[config.mk]
export PLATFORM = sky130hd
export DESIGN_NAME = tmds_encoder
export DESIGN_NICKNAME = d
export VERILOG_FILES = /design/src/rtl/tmds_encoder.sv
export SDC_FILE = /design/constraint.sdc
export NUM_CORES = 1
export LEC_CHECK = 0
export ABC_AREA = 1
export CORE_MARGIN = 2
export CORE_UTILIZATION = 30
export DETAILED_ROUTE_END_ITERATION = 6
export PLACE_DENSITY_LB_ADDON = 0.08
export RECOVER_POWER = 25
export REMOVE_ABC_BUFFERS = 1
export SLEW_MARGIN = 20
export SYNTH_ARGS = -nofsm -noshare
export SYNTH_HDL_FRONTEND = slang
export SYNTH_SLANG_ARGS = --single-unit
export TNS_END_PERCENT = 5
[constraint.sdc]
create_clock -name clkin -period 7.3 [get_ports clkin]
set_input_delay 2.19 -clock clkin [delete_from_list [all_inputs] [get_ports clkin]]
set_output_delay 2.19 -clock clkin [all_outputs]
set_load 0.05 [all_outputs]
[src/rtl/tmds_encoder.sv]
// TMDS 8b/10b channel encoder: three-register pipeline feeding a 10:1 serializer.
// Transition minimisation in S2, DC balancing against a 5-bit running disparity in S3.
module tmds_encoder (
    input  logic       clkin,
    input  logic       rstin,
    input  logic [7:0] din,
    input  logic       c0,
    input  logic       c1,
    input  logic       de,
    output logic [9:0] dout
);

    localparam logic [9:0] CTL_TOKEN_00 = 10'b1101010100;
    localparam logic [9:0] CTL_TOKEN_01 = 10'b0010101011;
    localparam logic [9:0] CTL_TOKEN_10 = 10'b0101010100;
    localparam logic [9:0] CTL_TOKEN_11 = 10'b1010101011;

    function automatic logic [3:0] popcount8(input logic [7:0] v);
        logic [3:0] s;
        s = 4'd0;
        for (int i = 0; i < 8; i++) begin
            s = s + {3'b000, v[i]};
        end
        return s;
    endfunction

    // S1: input capture
    logic [7:0] din_s1;
    logic       c0_s1;
    logic       c1_s1;
    logic       de_s1;
    logic [3:0] n1d;

    always_ff @(posedge clkin or posedge rstin) begin
        if (rstin) begin
            din_s1 <= 8'd0;
            c0_s1  <= 1'b0;
            c1_s1  <= 1'b0;
            de_s1  <= 1'b0;
            n1d    <= 4'd0;
        end else begin
            din_s1 <= din;
            c0_s1  <= c0;
            c1_s1  <= c1;
            de_s1  <= de;
            n1d    <= popcount8(din);
        end
    end

    // S2: transition minimisation
    logic       xnor_mode;
    logic [8:0] q_m_next;

    always_comb begin
        xnor_mode   = (n1d > 4'd4) || ((n1d == 4'd4) && !din_s1[0]);
        q_m_next    = 9'd0;
        q_m_next[0] = din_s1[0];
        for (int i = 1; i < 8; i++) begin
            q_m_next[i] = xnor_mode ? ~(q_m_next[i-1] ^ din_s1[i])
                                    :  (q_m_next[i-1] ^ din_s1[i]);
        end
        q_m_next[8] = ~xnor_mode;
    end

    logic [8:0] q_m;
    logic [3:0] n1q;
    logic [3:0] n0q;
    logic       de_s2;
    logic [1:0] ctl_s2;

    always_ff @(posedge clkin or posedge rstin) begin
        if (rstin) begin
            q_m    <= 9'd0;
            n1q    <= 4'd0;
            n0q    <= 4'd0;
            de_s2  <= 1'b0;
            ctl_s2 <= 2'b00;
        end else begin
            q_m    <= q_m_next;
            n1q    <= popcount8(q_m_next[7:0]);
            n0q    <= 4'd8 - popcount8(q_m_next[7:0]);
            de_s2  <= de_s1;
            ctl_s2 <= {c1_s1, c0_s1};
        end
    end

    // S3: DC balance; cnt is two's complement, all sums wrap at 5 bits
    logic [4:0] cnt;
    logic [4:0] cnt_next;
    logic [9:0] dout_next;
    logic [4:0] n1q_x;
    logic [4:0] n0q_x;
    logic [4:0] two_qm8;
    logic [4:0] two_nqm8;
    logic       cnt_zero;
    logic       cnt_pos;
    logic       cnt_neg;
    logic       balanced;
    logic       invert;

    always_comb begin
        n1q_x     = {1'b0, n1q};
        n0q_x     = {1'b0, n0q};
        two_qm8   = {3'b000,  q_m[8], 1'b0};
        two_nqm8  = {3'b000, ~q_m[8], 1'b0};
        cnt_zero  = (cnt == 5'd0);
        cnt_neg   = cnt[4];
        cnt_pos   = !cnt[4] && !cnt_zero;
        balanced  = cnt_zero || (n1q == n0q);
        invert    = (cnt_pos && (n1q > n0q)) || (cnt_neg && (n0q > n1q));
        dout_next = CTL_TOKEN_00;
        cnt_next  = 5'd0;

        if (de_s2) begin
            if (balanced) begin
                dout_next = {~q_m[8], q_m[8], q_m[8] ? q_m[7:0] : ~q_m[7:0]};
                cnt_next  = q_m[8] ? (cnt + (n1q_x - n0q_x))
                                   : (cnt + (n0q_x - n1q_x));
            end else if (invert) begin
                dout_next = {1'b1, q_m[8], ~q_m[7:0]};
                cnt_next  = cnt + two_qm8 + (n0q_x - n1q_x);
            end else begin
                dout_next = {1'b0, q_m[8], q_m[7:0]};
                cnt_next  = cnt + (n1q_x - n0q_x) - two_nqm8;
            end
        end else begin
            case (ctl_s2)
                2'b00:   dout_next = CTL_TOKEN_00;
                2'b01:   dout_next = CTL_TOKEN_01;
                2'b10:   dout_next = CTL_TOKEN_10;
                default: dout_next = CTL_TOKEN_11;
            endcase
        end
    end

    always_ff @(posedge clkin or posedge rstin) begin
        if (rstin) begin
            dout <= 10'd0;
            cnt  <= 5'd0;
        end else begin
            dout <= dout_next;
            cnt  <= cnt_next;
        end
    end

endmodule
==> metrics.md <==
| Metric | Value |
|---|---|
| Status | finished, final reports clean |
| Most frequent cells after synthesis | nand2_1, inv_1, dfrtp_1 |
| GP Congestion | 0.757 |
| Final HPWL DP | around 4500 µm |
| Top FF cell, synth | dfrtp_1 |
| Area growth syn-to-layout | 13.4% |
| Worst endpoint required time | ~7.5 ns |
| Area contributors post-synth | dfrtp_1, ha_1, fa_1, nand2_1, inv_1 |
| Initial Util | a little under a third |
| IO buf count | 22 |
| Final setup vio count | 0 |
| DIE AREA | between 10,000 and 15,000 µm² |
| I/O Pins | 23 |
| Clk_lat worst skew | between 0.3 and 0.4 ns |
| Async set or reset register ratio after synthesis | 100% |
| Worst Setup End Kind | flip-flop |
| RSZ-0062 raised after global routing | false |
| CTS Root Cell | clkbuf_8 |
| Vias in the first global route | between 2,000 and 2,500 |
| Layout net count | between 400 and 500 |
| Tot GR Track Use | 11.1% |
| HP Class | flip-flop to flip-flop |
| Total number of vias | approximately 2,100 |
| Resized Gates After CTS | 0 |
| CTS max path bufs | 2 |
| First-pass GRT wire length | 9860 µm |
| Setup Fix Bufs, Post-CTS | 0 |
| Synthesized area per cell | between 8 and 9 µm² |
| Drt drc | 0 |
| Fin crit share | approximately 65% |
| Min Tclk post-route | 4.72 ns |
| Initial antenna violation count | 0 |
| CP Data Arrival Time | 4.92 ns |
| Most frequent cell after synthesis | nand2_1 |
| FF+latch count, synth | slightly below 50 |
| DR pass1 iterations | 4 |
| Post-synth top area cell | dfrtp_1 |
| Max_cap viols | 0 |
| Synthesized cell area | between 3000 and 4000 µm² |
| Die height | roughly 110 µm |
| Clock skew | 0.0104 ns |
| Post-route setup TNS | 0 ns |
| Clock transition at the registers of the reported paths | about 0.1 ns |
| Post-Syn Instances | about 340 |
| Yosys warns | 0 |
| Netlist cell types | 25 |
| Slew @ Worst Pin | around 0.85 ns |
| Vias per std cell | roughly 4.2 |
| Avg WL per Cell | 11.1 µm |
| DR iter-0 viols | 53 |
| Number of inserted diodes | 0 |
| CP Launch Type | primary input |
| Share of layout cells above drive strength 1 | 5.93% |
| Worst-path fanout max | 2 |
| Clock tree sinks | around 50 |
| Crit path kind | primary input to flip-flop |
| Largest net degree at the start of global routing | 50 |
| Worst setup path startpoint | din[0] |
| Min-Delay Startpoint | c1_s1 |
| H-tree Lvls | 2 |
| Hold Violations, Final | 0 |
| Hold_buf cts | 0 |
| Relative slew slack | around 43% |
| Row cnt | 37 |
| Total CTS buffers | 5 |
| Sequential-to-total area share from yosys stat | 39.7% |
| Detail Route Antenna Nets | 0 |
| FMAX | between 200 and 250 MHz |
| Remaining global-route overflow | 0 |
| Detailed-route wire length | between 5000 and 6000 µm |
| Final Slew Violations | 0 |
| Yosys top cell area share | 39.7% |
| Die Span X | around 110 µm |
| CTS tree | built |
| Count of flip-flops with a built-in enable after synthesis | 0 |
| Core area | 10,100 µm² |
| Reg-to-reg critical path startpoint | din_s1[0] |
sequential cells by signal, indices dropped and copies added (netlist names):
register and count:
c0_s1 1, c1_s1 1, cnt 5, ctl_s2 2
de_s1 1, de_s2 1, din_s1 8, dout 10
n0q 4, n1d 4, n1q 3, q_m 9
path summary, 6_finish.rpt:
check / to / slack [ns] / cells past startpoint
setup / recovery: n1d[2] / 2.58 / 10
hold / removal: ctl_s2[1] / 0.36 / 0
setup reg to reg: n0q[2] / 3.37 / 15
hold reg to reg: ctl_s2[1] / 0.36 / 0
max in group asynchronous: n0q[0] / 4.45 / 2
min in group asynchronous: din_s1[6] / 2.34 / 2
per-layer routing:
layer	global-route usage, %	wire (µm)	part of all wire (%)	up-vias
li1	-	-	-	1090
met1	14.1	2670	48	997
met2	19.0	2720	49	25
met3	2.23	139	2.5	5
met4	3.81	70	1.2	0
met5	0	0	0	-
placed cells by master, fill, tap and decap left out, types with 5 or more instances in the layout:
cell type	netlist	layout
nand2_1	75	82
inv_1	73	73
dfrtp_1	49	49
ha_1	27	27
nand3_1	22	23
clkdlybuf4s50_1	0	18
o21ai_0	11	16
fa_1	15	15
nor2_1	11	11
xor2_1	10	10
a21oi_1	7	7
nor2_2	7	7
xnor2_1	6	6
clkbuf_8	0	5
critical path: stages:
cell and delay, ns:
clkdlybuf4s50_1 0.45, fa_1 0.54, inv_1 0.05, fa_1 0.49, fa_1 0.41, inv_1 0.06, ha_1 0.15, inv_1 0.06
fa_1 0.38, xnor2_1 0.14
cell families (layout without fill, tap and decap cells):
| kind of cell | count (synthesis) | in the layout | share of synthesized area [%] |
|---|---|---|---|
| adders and majority gates | 42 | 42 | 20.7 |
| xor gates and xnor gates | 16 | 16 | 4.54 |
| AOI/OAI and AO/OA | 28 | 28 | 4.99 |
| DFF | 49 | 49 | 39.7 |
| and+or+nand+nor | 132 | 132 | 20.3 |
| buffers and inverters | 77 | 104 | 9.73 |
final cells by class:
cell class,count,area (µm²)
clock buffer,5,68.8
clock inverter,3,25.0
fill,1058,6640
inverter,74,279
multi-input combinational,218,1510
sequential,49,1230
tap,136,170
timing repair buffer,22,220
per-stage QoR:
stage               instance area [µm²]  utilization [%]  hold WS (ns)  setup slack (ns)  instances
finish                             3500             34.5         0.359              2.58        507
global route                       3500             34.5         0.381              2.44        507
CTS                                3550             35.0         0.363              2.56        507
detailed placement                 3450             34.1         0.336              2.20        499
global placement                   3450             34.1         0.333              2.28        499
floorplan                          3060                -         0.331              2.81        341
Power is left out: the tool's default activity adds up to more than one toggle a clock period on the data nets, which glitch-free logic cannot reach.
